$ cat src/rtl/enhance_auto_pkg.sv
// Shared definitions for the enhance datapath and its auto-exposure controller:
// HSV field positions, controller FSM encoding and the per-channel request decision.
package enhance_pkg;

  localparam int LAT_AUTO = 19;

  localparam int H_HI = 23;
  localparam int H_LO = 16;
  localparam int S_HI = 15;
  localparam int S_LO = 8;
  localparam int V_HI = 7;
  localparam int V_LO = 0;

  typedef enum logic [1:0] {
    IDLE,
    DIV_S,
    DIV_V,
    DECIDE
  } auto_state_e;

  typedef struct packed {
    logic inc;
    logic dec;
  } req_t;

  // Compared at 10 bits so target +/- band never wraps; inc and dec are exclusive.
  function automatic req_t decide(input logic [7:0] mean, input logic [9:0] target,
                                  input logic [9:0] band);
    req_t r;
    r.inc = ({2'b00, mean} + band) < target;
    r.dec = {2'b00, mean} > (target + band);
    return r;
  endfunction

endpackage

$ cat src/rtl/enhance_auto_if.sv
// Pixel stream in, offset requests and frame statistics out, for the auto controller.
interface enhance_auto_if;

  logic        vsync;
  logic        auto_en;
  logic        pix_valid;
  logic [23:0] hsv_in;
  logic        inc_saturation;
  logic        dec_saturation;
  logic        inc_brightness;
  logic        dec_brightness;
  logic [7:0]  mean_s;
  logic [7:0]  mean_v;
  logic        busy;

  modport master (
    output vsync, auto_en, pix_valid, hsv_in,
    input  inc_saturation, dec_saturation, inc_brightness, dec_brightness,
    input  mean_s, mean_v, busy
  );

  modport slave (
    input  vsync, auto_en, pix_valid, hsv_in,
    output inc_saturation, dec_saturation, inc_brightness, dec_brightness,
    output mean_s, mean_v, busy
  );

endinterface

$ cat src/rtl/enhance_auto_div.sv
// Restoring divider yielding an 8-bit quotient, one bit per cycle MSB first.
// done pulses 8 cycles after start; a new start aborts any division in flight.
module seq_div8 #(
  parameter int SUM_W = 28,
  parameter int CNT_W = 20
) (
  input  logic             clk,
  input  logic             rst_n,
  input  logic             start,
  input  logic [SUM_W-1:0] dividend,
  input  logic [CNT_W-1:0] divisor,
  output logic [7:0]       quotient,
  output logic             done
);

  logic [SUM_W-1:0] rem_q, rem_d;
  logic [CNT_W-1:0] div_q, div_d;
  logic [7:0]       quo_q, quo_d;
  logic [2:0]       k_q, k_d;
  logic             run_q, run_d;
  logic             done_q, done_d;
  logic [SUM_W-1:0] shifted;

  // NOTE: every combinational output gets a default first, so no path leaves a latch.
  always_comb begin
    rem_d   = rem_q;
    div_d   = div_q;
    quo_d   = quo_q;
    k_d     = k_q;
    run_d   = run_q;
    done_d  = 1'b0;
    shifted = SUM_W'(div_q) << k_q;
    if (start) begin
      rem_d = dividend;
      div_d = divisor;
      quo_d = '0;
      k_d   = 3'd7;
      run_d = 1'b1;
    end else if (run_q) begin
      if (rem_q >= shifted) begin
        rem_d     = rem_q - shifted;
        quo_d[k_q] = 1'b1;
      end
      k_d = k_q - 3'd1;
      if (k_q == 3'd0) begin
        run_d  = 1'b0;
        done_d = 1'b1;
      end
    end
  end

  // NOTE: state updates are non-blocking so every flop samples pre-edge values.
  always_ff @(posedge clk or negedge rst_n) begin
    if (!rst_n) begin
      rem_q  <= '0;
      div_q  <= '0;
      quo_q  <= '0;
      k_q    <= '0;
      run_q  <= 1'b0;
      done_q <= 1'b0;
    end else begin
      rem_q  <= rem_d;
      div_q  <= div_d;
      quo_q  <= quo_d;
      k_q    <= k_d;
      run_q  <= run_d;
      done_q <= done_d;
    end
  end

  assign quotient = quo_q;
  assign done     = done_q;

endmodule

$ cat src/rtl/enhance_auto.sv
// Frame-mean auto controller: accumulates S/V per frame, divides at vsync fall and
// raises saturation/brightness offset requests that steer the means toward targets.
module enhance_auto
  import enhance_pkg::*;
#(
  parameter int SUM_W    = 28,
  parameter int CNT_W    = 20,
  parameter int S_TARGET = 128,
  parameter int V_TARGET = 128,
  parameter int DEADBAND = 8
) (
  input logic           clk,
  input logic           rst_n,
  enhance_auto_if.slave bus
);

  auto_state_e      state_q, state_d;
  logic             vsync_q;
  logic [SUM_W-1:0] sum_s_q, sum_s_d, sum_v_q, sum_v_d, hold_v_q, hold_v_d;
  logic [CNT_W-1:0] cnt_q, cnt_d, hold_cnt_q, hold_cnt_d;
  logic [7:0]       quo_s_q, quo_s_d, quo_v_q, quo_v_d;
  logic [7:0]       mean_s_q, mean_s_d, mean_v_q, mean_v_d;
  req_t             s_req_q, s_req_d, v_req_q, v_req_d;

  logic             frame_edge;
  logic [7:0]       s_px, v_px;
  logic [SUM_W:0]   s_add, v_add;
  logic             div_start, div_done;
  logic [SUM_W-1:0] div_dividend;
  logic [CNT_W-1:0] div_divisor;
  logic [7:0]       div_quo;
  logic             unused_h;

  assign frame_edge = !bus.vsync && vsync_q;
  assign s_px       = bus.hsv_in[S_HI:S_LO];
  assign v_px       = bus.hsv_in[V_HI:V_LO];
  assign unused_h   = ^bus.hsv_in[H_HI:H_LO];
  assign s_add      = {1'b0, sum_s_q} + (SUM_W+1)'(s_px);
  assign v_add      = {1'b0, sum_v_q} + (SUM_W+1)'(v_px);

  // Live accumulators saturate instead of wrapping; a pixel in the edge cycle opens the new frame.
  always_comb begin
    sum_s_d = sum_s_q;
    sum_v_d = sum_v_q;
    cnt_d   = cnt_q;
    if (!bus.auto_en) begin
      sum_s_d = '0;
      sum_v_d = '0;
      cnt_d   = '0;
    end else if (frame_edge) begin
      sum_s_d = bus.pix_valid ? SUM_W'(s_px) : '0;
      sum_v_d = bus.pix_valid ? SUM_W'(v_px) : '0;
      cnt_d   = bus.pix_valid ? CNT_W'(1) : '0;
    end else if (bus.pix_valid) begin
      sum_s_d = s_add[SUM_W] ? '1 : s_add[SUM_W-1:0];
      sum_v_d = v_add[SUM_W] ? '1 : v_add[SUM_W-1:0];
      cnt_d   = (cnt_q == '1) ? cnt_q : cnt_q + CNT_W'(1);
    end
  end

  always_comb begin
    state_d      = state_q;
    hold_v_d     = hold_v_q;
    hold_cnt_d   = hold_cnt_q;
    quo_s_d      = quo_s_q;
    quo_v_d      = quo_v_q;
    mean_s_d     = mean_s_q;
    mean_v_d     = mean_v_q;
    s_req_d      = s_req_q;
    v_req_d      = v_req_q;
    div_start    = 1'b0;
    div_dividend = sum_s_q;
    div_divisor  = cnt_q;
    if (!bus.auto_en) begin
      state_d = IDLE;
      s_req_d = '0;
      v_req_d = '0;
    end else if (frame_edge) begin
      // S goes straight from the live accumulator into the divider; V waits its turn.
      hold_v_d   = sum_v_q;
      hold_cnt_d = cnt_q;
      if (cnt_q == '0) begin
        state_d = IDLE;
        s_req_d = '0;
        v_req_d = '0;
      end else begin
        state_d   = DIV_S;
        div_start = 1'b1;
      end
    end else begin
      unique case (state_q)
        DIV_S: if (div_done) begin
          quo_s_d      = div_quo;
          div_start    = 1'b1;
          div_dividend = hold_v_q;
          div_divisor  = hold_cnt_q;
          state_d      = DIV_V;
        end
        DIV_V: if (div_done) begin
          quo_v_d = div_quo;
          state_d = DECIDE;
        end
        DECIDE: begin
          mean_s_d = quo_s_q;
          mean_v_d = quo_v_q;
          s_req_d  = decide(quo_s_q, 10'(S_TARGET), 10'(DEADBAND));
          v_req_d  = decide(quo_v_q, 10'(V_TARGET), 10'(DEADBAND));
          state_d  = IDLE;
        end
        default: ;
      endcase
    end
  end

  always_ff @(posedge clk or negedge rst_n) begin
    if (!rst_n) begin
      state_q    <= IDLE;
      vsync_q    <= 1'b0;
      sum_s_q    <= '0;
      sum_v_q    <= '0;
      cnt_q      <= '0;
      hold_v_q   <= '0;
      hold_cnt_q <= '0;
      quo_s_q    <= '0;
      quo_v_q    <= '0;
      mean_s_q   <= '0;
      mean_v_q   <= '0;
      s_req_q    <= '0;
      v_req_q    <= '0;
    end else begin
      state_q    <= state_d;
      vsync_q    <= bus.vsync;
      sum_s_q    <= sum_s_d;
      sum_v_q    <= sum_v_d;
      cnt_q      <= cnt_d;
      hold_v_q   <= hold_v_d;
      hold_cnt_q <= hold_cnt_d;
      quo_s_q    <= quo_s_d;
      quo_v_q    <= quo_v_d;
      mean_s_q   <= mean_s_d;
      mean_v_q   <= mean_v_d;
      s_req_q    <= s_req_d;
      v_req_q    <= v_req_d;
    end
  end

  seq_div8 #(.SUM_W(SUM_W), .CNT_W(CNT_W)) u_div (
    .clk      (clk),
    .rst_n    (rst_n),
    .start    (div_start),
    .dividend (div_dividend),
    .divisor  (div_divisor),
    .quotient (div_quo),
    .done     (div_done)
  );

  assign bus.inc_saturation = s_req_q.inc;
  assign bus.dec_saturation = s_req_q.dec;
  assign bus.inc_brightness = v_req_q.inc;
  assign bus.dec_brightness = v_req_q.dec;
  assign bus.mean_s         = mean_s_q;
  assign bus.mean_v         = mean_v_q;
  assign bus.busy           = (state_q != IDLE);

endmodule

$ cat src/flat_wrapper.sv
// flat-port wrapper written by rule: the top's interface ports become plain ports
module enhance_auto_flat import enhance_pkg::*;
#(
  parameter int SUM_W    = 28,
  parameter int CNT_W    = 20,
  parameter int S_TARGET = 128,
  parameter int V_TARGET = 128,
  parameter int DEADBAND = 8
)
  (clk, rst_n, bus_vsync, bus_auto_en, bus_pix_valid, bus_hsv_in, bus_inc_saturation, bus_dec_saturation, bus_inc_brightness, bus_dec_brightness, bus_mean_s, bus_mean_v, bus_busy);
  enhance_auto_if bus_i ();
  input logic clk;
  input logic rst_n;
  input wire logic [$bits(bus_i.vsync)-1:0] bus_vsync;
  input wire logic [$bits(bus_i.auto_en)-1:0] bus_auto_en;
  input wire logic [$bits(bus_i.pix_valid)-1:0] bus_pix_valid;
  input wire logic [$bits(bus_i.hsv_in)-1:0] bus_hsv_in;
  output wire logic [$bits(bus_i.inc_saturation)-1:0] bus_inc_saturation;
  output wire logic [$bits(bus_i.dec_saturation)-1:0] bus_dec_saturation;
  output wire logic [$bits(bus_i.inc_brightness)-1:0] bus_inc_brightness;
  output wire logic [$bits(bus_i.dec_brightness)-1:0] bus_dec_brightness;
  output wire logic [$bits(bus_i.mean_s)-1:0] bus_mean_s;
  output wire logic [$bits(bus_i.mean_v)-1:0] bus_mean_v;
  output wire logic [$bits(bus_i.busy)-1:0] bus_busy;
  assign bus_i.vsync = bus_vsync;
  assign bus_i.auto_en = bus_auto_en;
  assign bus_i.pix_valid = bus_pix_valid;
  assign bus_i.hsv_in = bus_hsv_in;
  assign bus_inc_saturation = bus_i.inc_saturation;
  assign bus_dec_saturation = bus_i.dec_saturation;
  assign bus_inc_brightness = bus_i.inc_brightness;
  assign bus_dec_brightness = bus_i.dec_brightness;
  assign bus_mean_s = bus_i.mean_s;
  assign bus_mean_v = bus_i.mean_v;
  assign bus_busy = bus_i.busy;
  enhance_auto #(.SUM_W(SUM_W), .CNT_W(CNT_W), .S_TARGET(S_TARGET), .V_TARGET(V_TARGET), .DEADBAND(DEADBAND)) u_core (.clk(clk), .rst_n(rst_n), .bus(bus_i));
endmodule
$ cat config.mk
export PLATFORM = sky130hd
export DESIGN_NAME = enhance_auto_flat
export DESIGN_NICKNAME = d
export VERILOG_FILES = /design/src/rtl/enhance_auto_pkg.sv /design/src/rtl/enhance_auto_if.sv /design/src/rtl/enhance_auto_div.sv /design/src/rtl/enhance_auto.sv /design/src/flat_wrapper.sv
export SDC_FILE = /design/constraint.sdc
export NUM_CORES = 1
export LEC_CHECK = 0
export BUFFER_PORTS_ARGS = -buffer_cell sky130_fd_sc_hd__buf_4
export CORE_MARGIN = 10
export CORE_UTILIZATION = 25
export CTS_CLUSTER_SIZE = 14
export DETAILED_ROUTE_END_ITERATION = 16
export GPL_TIMING_DRIVEN = 0
export PLACE_DENSITY_LB_ADDON = 0.05
export SYNTH_ARGS = -nofsm -noshare
export SYNTH_HDL_FRONTEND = slang
export SYNTH_SLANG_ARGS = --single-unit
$ cat constraint.sdc
create_clock -name clk -period 4.9 [get_ports clk]
set_input_delay 0.49 -clock clk [delete_from_list [all_inputs] [get_ports clk]]
set_output_delay 0.49 -clock clk [all_outputs]
set_load 0.005 [all_outputs]
==> results.py, run 1 <==
metrics = {
    "placed_design": {
        "gp_congestion": 0.8489,
        "portBuffers": 41,
        "dp_worst_setup_slack_ns": -0.08051,
        "postPlaceCellArea_um2": 14520,
        "hpwlAfterDp_um": 37320,
    },
    "clock_network": {
        "htreeDepth": 1,
        "cts_tree": "yes",
        "worstSkewPairLatency_ns": 0.58,
        "numCtsBuffers": 30,
        "cts.sinks": 224,
        "clockRootBuffer": "clkbuf_16",
        "clock_path_buffers": 3,
        "clk_pin_slew_ns": 0.06,
        "cts_setup_buffers": 0,
    },
    "synthesis": {
        "ys_ff_latch": 224,
        "synth_area_um2": 13290,
        "synth-async-reset-ratio": 1.000,
        "synth_edf_count": 0,
        "synth.distinct_cells": 92,
        "synth-seq-area-share": 0.4217,
        "postSynthAreaPerCell_um2": 9.092,
        "synth_warnings": 0,
        "synthFlopType": "dfrtp_1",
        "synth_nets": 1541,
        "netlist_instances": 1462,
    },
    "die": {
        "floorplan.initialDensity": 0.2524,
        "coreArea_um2": 52660,
        "placementRows": 84,
        "fp.dieW_um": 250.6,
        "design.die.area_um2": 62800,
        "ios": 50,
        "dieHeight_um": 250.6,
    },
    "sta": {
        "slew_headroom": 0.4112,
        "setup_ws_ns": 0.3005,
        "tightest_slew_ns": 0.8831,
        "fin_skew_ns": 0.03111,
        "fmaxAchievable_mhz": 217.4,
        "post-route-period-util": 0.9387,
        "hold_violations": 0,
        "fin_crit_ns": 4.599,
        "grt_setup_unrepaired": "false",
        "fin_setup_tns_ns": 0,
        "setup_violations": 0,
        "maxSlewViolCount": 0,
    },
    "grt": {
        "grt_max_degree": 95,
        "overflow": 0,
        "track_usage": 0.1541,
        "grt_pass1_vias": 11430,
        "antenna_found_initial": 0,
        "grt_pass1_wl_um": 75380,
    },
    "layout": {
        "num-fill-cells": 5616,
        "drive_gt1_frac": 0.1294,
        "final_area_um2": 15520,
        "fin_nets": 1617,
        "syn_to_final_growth_pct": 16.73,
        "diodes": 0,
    },
    "drt": {
        "drt_iter0_markers": 673,
        "first_pass_iters": 5,
        "drc": 0,
        "routed_via_density": 4.984,
        "drtAntennaViolNets": 0,
        "wirelength_um": 48860,
        "wl_per_cell_um": 21.73,
        "num_vias": 11210,
    },
    "power_and_ir_drop": {
        "clockPowerShare": 0.268,
        "leakagePower_nw": 6.968,
        "peakVddDrop_mv": 0.3045,
        "p_comb_frac": 0.448,
        "power_density_nw_per_um2": 527.6,
        "intPower_w": 0.004804,
        "power.switching_w": 0.003382,
        "pwr-share-seq": 0.284,
        "p_sw_frac": 0.4131,
    },
    "setup_path": {
        "path_class": "reg2reg",
        "worstPathMaxFanout": 10,
        "crit_arrival_ns": 5.08,
        "startpoint_type": "flop",
        "crit_start": "u_core.u_div.k_q[0]",
        "worstPathRequired_ns": 5.38,
        "end_kind": "flop",
        "r2r_start": "u_core.u_div.k_q[0]",
    },
    "min_path": {
        "min_from": "bus_vsync",
        "min_path_type": "in2reg",
    },
    "status": {
        "outcome": "finished, final reports clean",
    },
    "run": {
        "drv_cap": 0,
    },
}
[logic make-up after synthesis]
logic type / Yosys count / synth area share
fa+ha+maj: 50 / 0.04876
mux: 65 / 0.06165
xor+xnor: 48 / 0.03163
flops: 224 / 0.4217
compound gates: 399 / 0.1995
buf+inv: 114 / 0.03737
simple gates: 562 / 0.1995
[routing by layer]
metal / wire, um / track usage / share of wire
met1: 23920 / 0.2169 / 0.49
met2: 22370 / 0.2453 / 0.46
met3: 1360 / 0.01549 / 0.028
met4: 1213 / 0.04303 / 0.025
met5: 0 / 0 / 0
[worst paths after layout]
| kind | endpoint | slack (ns) | cells past startpoint |
|---|---|---|---|
| max | u_core.u_div.rem_q[22] | 0.30 | 12 |
| min | u_core.vsync_q | 0.04 | 1 |
| max reg2reg | u_core.u_div.rem_q[22] | 0.30 | 12 |
| min reg2reg | u_core.hold_v_q[4] | 0.47 | 2 |
| max in group asynchronous | u_core.cnt_q[7] | 3.19 | 4 |
| min in group asynchronous | u_core.bus.mean_s[7] | 0.38 | 2 |
[power groups by stage]
stage / Combinational, W / Clock [W] / Sequential [W]
after floorplan: 0.00263 / 0 / 0.00224
final: 0.00367 / 0.00219 / 0.00232
after CTS: 0.00366 / 0.00228 / 0.00233
after global routing: 0.00409 / 0.00235 / 0.00236
after global placement: 0.00366 / 0 / 0.00236
after detailed placement: 0.00364 / 0 / 0.00236
[per-stage QoR]
stage	total power, W	std cells	util	hold slack [ns]
after floorplan	0.004878	1462	-	0.1944
after detailed placement	0.005999	2193	0.2758	0.4012
final	0.008187	2249	0.2947	0.04081
after global placement	0.006026	2191	0.2746	0.4609
after CTS	0.008275	2249	0.2946	0.007194
after global routing	0.008792	2249	0.2947	0.01656
[worst max-delay path: stages, from the launching register on]
cell      delay (ns)
dfrtp_1         0.44
buf_1           0.53
mux4_2          0.63
mux2i_1         0.39
ha_1            0.40
a21o_1          0.21
a221oi_1        0.37
o21ai_0         0.19
o211ai_1        0.35
a21oi_2         0.17
nand2b_1        0.35
buf_2           0.30
a31oi_1         0.19
[timing repair]
item	in CTS	in global routing
hold buffers	1	0
endpoints found under the setup margin	7	13
gates resized for setup	1	2
hold endpoints to repair	39	0
[layout make-up]
type / instances / area [um2] / area share
Buffer: 85 / 390.4 / 0.02516
Clock buffer: 45 / 898.4 / 0.05790
Clock inverter: 10 / 81.33 / 0.005242
Inverter: 29 / 108.9 / 0.007016
Multi-Input combinational cell: 1124 / 7191 / 0.4634
Sequential cell: 224 / 5605 / 0.3613
Tap cell: 688 / 860.8 / 0.05548
Timing Repair Buffer: 44 / 380.4 / 0.02451
[cells in the mapped netlist, drive strengths merged (29+ instances only)]
master,number,area [um2]
buf,37,205.2
a31oi,54,337.8
nand2,273,1032
o21ai,94,474.2
clkbuf,48,182.7
ha,47,588.1
a21oi,96,503.0
nand3,35,205.2
mux2i,29,290.3
xnor2,29,254.0
dfrtp,224,5605
nor2,110,437.9
inv,29,108.9
[flip-flops by register name, summed over array words and instances, names as in the netlist, 2 cells and up]
register	cells
u_core.sum_v_q	28
u_core.bus.mean_s	8
u_core.hold_v_q	28
u_core.u_div.quotient	8
u_core.u_div.rem_q	28
u_core.quo_s_q	8
u_core.state_q	2
u_core.bus.mean_v	8
u_core.hold_cnt_q	20
u_core.u_div.div_q	20
u_core.sum_s_q	28
u_core.quo_v_q	8
u_core.cnt_q	20
u_core.u_div.k_q	3
[cells in the final DEF (no fill, tap or decap), types with 25 or more instances in the layout]
cell type / count
mux2_2: 25
xnor2_1: 29
nor2_1: 106
mux2i_1: 29
ha_1: 47
nand2_1: 270
nand3_1: 32
a31oi_1: 54
inv_1: 29
dfrtp_1: 224
o21ai_0: 84
buf_4: 47
clkbuf_16: 31
clkbuf_1: 52
a21oi_1: 90
No activity file was read; power rests on OpenSTA's default activity.
==> inputs of run 2 (changes only) <==
ABC_AREA = 1   (was unset)
clock period = 5.75 ns   (was 4.9 ns; I/O delays follow)
==> results.py, run 2 <==
metrics = {
    "status": {
        "outcome": "finished, violations left",
        "violations": "hold timing",
    },
    "power_and_ir_drop": {
        "power_density_nw_per_um2": 535.5,
        "peakVddDrop_mv": 0.2115,
        "power.switching_w": 0.004426,
        "leakagePower_nw": 8.494,
        "clockPowerShare": 0.229,
        "finalPower_w": 0.009299,
        "intPower_w": 0.004873,
        "p_sw_frac": 0.4759,
        "p_comb_frac": 0.543,
        "pwr-share-seq": 0.228,
    },
    "synthesis": {
        "synth_top_area_cell": "dfrtp_1",
        "synth_common_cells": "nand2_1, inv_1, dfrtp_1, o21ai_0, nand3_1",
        "netlist_instances": 2186,
        "synth-seq-area-share": 0.3761,
        "ys_ff_latch": 224,
        "synth_edf_count": 0,
        "synth_area_um2": 14910,
        "synth_top_cell_area_share": 0.3761,
        "synth_nets": 2265,
        "netlist_top_cells_area": "dfrtp_1, nand2_1, o21ai_0",
        "postSynthAreaPerCell_um2": 6.819,
        "synth.distinct_cells": 49,
        "synthFlopType": "dfrtp_1",
        "synth.most_common_cell": "nand2_1",
        "synth_warnings": 0,
        "synth-async-reset-ratio": 1.000,
    },
    "die": {
        "coreArea_um2": 59020,
        "design.die.area_um2": 69790,
        "dieHeight_um": 264.2,
        "placementRows": 89,
        "ios": 50,
        "fp.dieW_um": 264.2,
        "floorplan.initialDensity": 0.2526,
    },
    "sta": {
        "fin_skew_ns": 0.03488,
        "post-route-period-util": 0.7569,
        "hold_violations": 3,
        "maxSlewViolCount": 0,
        "whs_ns": -0.01283,
        "tightest_slew_ns": 1.049,
        "fin_setup_tns_ns": 0,
        "grt_setup_unrepaired": "false",
        "fin_crit_ns": 4.352,
        "setup_violations": 0,
        "fmaxAchievable_mhz": 229.8,
        "slew_headroom": 0.3006,
    },
    "layout": {
        "layout_common_cells": "nand2_1, inv_1, dfrtp_1",
        "fin_nets": 2344,
        "diodes": 0,
        "final_common_cell": "nand2_1",
        "syn_to_final_growth_pct": 16.50,
        "regArea_um2": 5605,
        "multi_input_area_um2": 7923,
        "final_area_um2": 17370,
        "num-fill-cells": 6642,
        "drive_gt1_frac": 0.07776,
    },
    "clock_network": {
        "cts_setup_buffers": 0,
        "worstSkewPairLatency_ns": 0.56,
        "cts.sinks": 224,
        "clk_pin_slew_ns": 0.06,
        "numCtsBuffers": 34,
        "cts_resized": 0,
        "cts_tree": "yes",
        "clockRootBuffer": "clkbuf_16",
        "htreeDepth": 2,
        "clock_path_buffers": 3,
        "cts-hold-fix-buffers": 0,
    },
    "drt": {
        "wirelength_um": 58670,
        "num_vias": 14390,
        "drc": 0,
        "drtAntennaViolNets": 0,
        "routed_via_density": 4.699,
        "first_pass_iters": 5,
        "wl_per_cell_um": 19.16,
        "drt_iter0_markers": 1007,
    },
    "placed_design": {
        "portBuffers": 41,
        "postPlaceCellArea_um2": 16240,
        "hpwlAfterDp_um": 45730,
        "gp_congestion": 0.8562,
    },
    "grt": {
        "track_usage": 0.1655,
        "grt_pass1_wl_um": 89810,
        "grt_pass1_vias": 14300,
        "overflow": 0,
        "grt_max_degree": 93,
        "antenna_found_initial": 0,
    },
    "setup_path": {
        "startpoint_type": "flop",
        "worstPathRequired_ns": 6.24,
        "crit_chain": "clkbuf_1 -> clkbuf_1 -> o21ai_0 -> o21ai_0 -> o21ai_0 -> ha_1 -> nand2_1 -> nor2_2 -> inv_2 -> nor2_4 -> nand3_2 -> nand3_2 -> nand2_2 -> a21oi_4 -> buf_6 -> nand3_1 -> nand2_1",
        "path_common_cell": "o21ai_0",
        "crit_arrival_ns": 4.85,
        "end_kind": "flop",
        "slowest_stage": "clkbuf_1",
        "critical_path.max_stage_delay_ns": 0.51,
        "path_class": "reg2reg",
        "worstPathMaxFanout": 10,
    },
    "min_path": {
        "min_path_type": "in2async",
    },
    "run": {
        "drv_cap": 0,
    },
}
run 2: cell count changes after synthesis, sizes merged, moves of 32 or more:
cell / change
o21ai: +128
nor2: +32
a31oi: -44
inv: +239
nand2: +483
nand3: +131
run 2: final timing paths:
kind / startpoint / end / slack (ns) / depth (start not counted)
worst max-delay path: u_core.u_div.k_q[0] / u_core.u_div.rem_q[23] / 1.40 / 17
worst min-delay path: rst_n / u_core.u_div.rem_q[15] / -0.01 / 1
worst max register to register: u_core.u_div.k_q[0] / u_core.u_div.rem_q[23] / 1.40 / 17
worst min register to register: u_core.bus.mean_s[1] / u_core.bus.mean_s[1] / 0.47 / 2
max in group asynchronous: rst_n / u_core.vsync_q / 4.80 / 2
min in group clk: bus_vsync / u_core.vsync_q / 0.17 / 1
run 2: power by group through the flow:
stage / Sequential (W) / Clock (W) / Combinational (W)
after floorplan: 0.00208 / 0 / 0.00353
after global placement: 0.00215 / 0 / 0.00506
after detailed placement: 0.00215 / 0 / 0.00506
after CTS: 0.00212 / 0.00221 / 0.00509
after global routing: 0.00216 / 0.00228 / 0.00571
final: 0.00212 / 0.00213 / 0.00505
run 2: metrics by stage:
stage	worst slack, ns	std cells	utilization	hold slack [ns]
floorplan	2.880	2186	-	0.2794
finish	1.398	3062	0.2942	-0.01283
global placement	1.432	3000	0.2742	0.4557
CTS	1.420	3062	0.2942	0.001436
detailed placement	1.447	3002	0.2752	0.4613
global route	1.106	3062	0.2942	0.01260
run 2: cell families after synthesis:
group / Yosys count / synth area share
and+or+nand+nor: 1166 / 0.3348
AOI/OAI and AO/OA: 362 / 0.1305
adders and majority gates: 50 / 0.04348
xor gates and xnor gates: 25 / 0.01469
muxes: 12 / 0.008059
buffers and inverters: 347 / 0.09242
DFF: 224 / 0.3761
run 2: area by class of cell:
cell class              instances  share of cell area
plain buffers                  77             0.02097
repair buffers                 43             0.02133
flip-flops and latches        224              0.3228
well taps                     773             0.05570
clock buffers                  49             0.05692
inverters                     270             0.05836
clock inverters                11            0.007709
multi-input cells            1615              0.4562
run 2: routing by layer:
| layer | part of all wire | routed length, um | track usage |
|---|---|---|---|
| met5 | 0 | 0 | 0 |
| met4 | 0.022 | 1288 | 0.04479 |
| met1 | 0.50 | 29140 | 0.2332 |
| met3 | 0.035 | 2036 | 0.02353 |
| met2 | 0.45 | 26210 | 0.2586 |
run 2: worst max-delay path, delay by kind of cell (launching register included):
kind	cells	cell delay, ns
buffers and inverters	4	1.18
DFF	1	0.32
AOI/OAI and AO/OA	4	1.40
adders and majority gates	1	0.46
and+or+nand+nor	8	0.93
==> inputs of run 3 (changes only) <==
clock period = 3.49 ns   (was 5.75 ns; I/O delays follow)
==> results.py, run 3 (same netlist as run 2, synthesis figures left out) <==
metrics = {
    "sta": {
        "tightest_slew_ns": 1.056,
        "post-route-period-util": 0.9557,
        "fin_crit_ns": 3.335,
        "fin_skew_ns": 0.03317,
        "maxSlewViolCount": 0,
        "setup_violations": 0,
        "slew_headroom": 0.2962,
        "fmaxAchievable_mhz": 299.8,
        "fin_setup_tns_ns": 0,
        "whs_ns": 0.1132,
        "hold_violations": 0,
    },
    "drt": {
        "drt_iter0_markers": 1005,
        "drtAntennaViolNets": 0,
        "num_vias": 14420,
        "routed_via_density": 4.696,
        "wl_per_cell_um": 19.19,
        "wirelength_um": 58920,
        "drc": 0,
        "first_pass_iters": 6,
    },
    "grt": {
        "overflow": 0,
        "grt_pass1_wl_um": 89820,
        "grt_pass1_vias": 14320,
        "track_usage": 0.1655,
        "grt_max_degree": 93,
        "antenna_found_initial": 0,
    },
    "clock_network": {
        "cts_tree": "yes",
        "cts.sinks": 224,
        "htreeDepth": 2,
        "clk_pin_slew_ns": 0.06,
        "clockRootBuffer": "clkbuf_16",
        "worstSkewPairLatency_ns": 0.56,
        "numCtsBuffers": 34,
        "clock_path_buffers": 3,
    },
    "setup_path": {
        "r2r_slack_ns": 0.15,
        "end_kind": "flop",
        "worstPathRequired_ns": 3.92,
        "worstPathMaxFanout": 11,
        "r2r_end": "u_core.u_div.quotient[1]",
        "path_class": "reg2reg",
        "startpoint_type": "flop",
        "ff2ff_path_depth": 16,
        "crit_arrival_ns": 3.77,
        "r2r_start": "u_core.u_div.k_q[1]",
    },
    "die": {
        "dieHeight_um": 264.2,
        "placementRows": 89,
        "fp.dieW_um": 264.2,
        "design.die.area_um2": 69790,
        "ios": 50,
        "coreArea_um2": 59020,
        "floorplan.initialDensity": 0.2526,
    },
    "layout": {
        "diodes": 0,
        "final_util": 0.2987,
        "layout_common_cells": "nand2_1, inv_1, dfrtp_1",
        "final_area_um2": 17630,
        "final_common_cell": "nand2_1",
        "syn_to_final_growth_pct": 18.27,
        "fin_nets": 2352,
        "drive_gt1_frac": 0.1010,
    },
    "power_and_ir_drop": {
        "peakVddDrop_mv": 0.3637,
        "power_density_nw_per_um2": 894.5,
        "leakagePower_nw": 8.599,
    },
    "status": {
        "outcome": "finished, final reports clean",
    },
    "min_path": {
        "whs_endpoint": "u_core.sum_v_q[4]",
        "min_path_type": "in2reg",
        "min_from": "bus_hsv_in[4]",
        "whs_path_depth": 3,
    },
    "placed_design": {
        "hpwlAfterDp_um": 45730,
        "portBuffers": 41,
        "postPlaceCellArea_um2": 16240,
        "gp_congestion": 0.8562,
    },
    "run": {
        "drv_cap": 0,
    },
}
==> run 3: cell count changes in the layout (fill, tap and decap cells not counted), sizes merged <==
cell	delta
buf	+9
clkinvlp	+1
clkbuf	-3
dlygate4sd3	+2
clkinv	-1
==> run 3: through the flow <==
step | cells | power, W | setup WS, ns
after global routing | 3070 | 0.01718 | -0.03160
after global placement | 3000 | 0.01188 | -0.8281
after detailed placement | 3002 | 0.01188 | -0.8131
final | 3070 | 0.01577 | 0.1547
after CTS | 3064 | 0.01564 | 0.002181
after floorplan | 2186 | 0.009248 | 0.6199
==> run 3: final cells by class <==
class / count / area [um2]
timing repair buffer: 54 / 455.4
buffer: 74 / 391.6
inverter: 270 / 1018
multi-input combinational: 1615 / 8066
fill: 6633 / 41390
clock buffer: 49 / 988.4
sequential: 224 / 5608
tap: 773 / 967.2
clock inverter: 11 / 133.9
==> run 3: how the worst max path moves through the flow <==
stage	depth (start not counted)	to	from	slack (ns)
2_1_floorplan	18	u_core.u_div.quotient[6]	u_core.u_div.k_q[1]	0.62
3_3_place_gp	17	u_core.u_div.rem_q[23]	u_core.u_div.k_q[0]	-0.83
6_report	16	u_core.u_div.quotient[1]	u_core.u_div.k_q[1]	0.15
4_1_cts	18	u_core.u_div.rem_q[2]	u_core.u_div.k_q[0]	0.002
3_5_place_dp	17	u_core.u_div.rem_q[23]	u_core.u_div.k_q[0]	-0.81
5_1_grt	20	u_core.u_div.rem_q[11]	u_core.u_div.k_q[0]	-0.03
==> run 3: what timing repair did <==
| item | 4_1_cts | 5_1_grt |
|---|---|---|
| resized for setup | 34 | 61 |
| pin swaps | 1 | 4 |
| endpoints found under the hold margin | 66 | 0 |
| setup buffers | 3 | 6 |
| endpoints found under the setup margin | 36 | 36 |
| cloned | 0 | 0 |
| hold buffers | 2 | 0 |
==> run 3: worst max-delay path, cell delays in order, from the launching register on <==
cell and delay (ns):
dfrtp_2 0.46, clkinv_2 0.13, clkbuf_4 0.26, mux2i_4 0.31
o21ai_0 0.16, ha_1 0.42, nand2_1 0.13, nor2_1 0.16
inv_1 0.11, nor3_1 0.18, nand2_1 0.07, nand2_1 0.09
nor2_2 0.07, a21oi_4 0.25, buf_4 0.17, buf_6 0.13
o21ai_0 0.09
==> run 3: where the power goes <==
group / internal [W] / switching (W)
Sequential: 0.00314 / 0.000406
Combinational: 0.00304 / 0.00567
Clock: 0.00212 / 0.00139
==> run 3: metal layers <==
| metal | vias up | track usage | part of all wire |
|---|---|---|---|
| li1 | 7250 | - | - |
| met1 | 6881 | 0.2329 | 0.50 |
| met2 | 225 | 0.2594 | 0.45 |
| met3 | 62 | 0.02371 | 0.031 |
| met4 | 0 | 0.04371 | 0.020 |
| met5 | - | 0 | 0 |
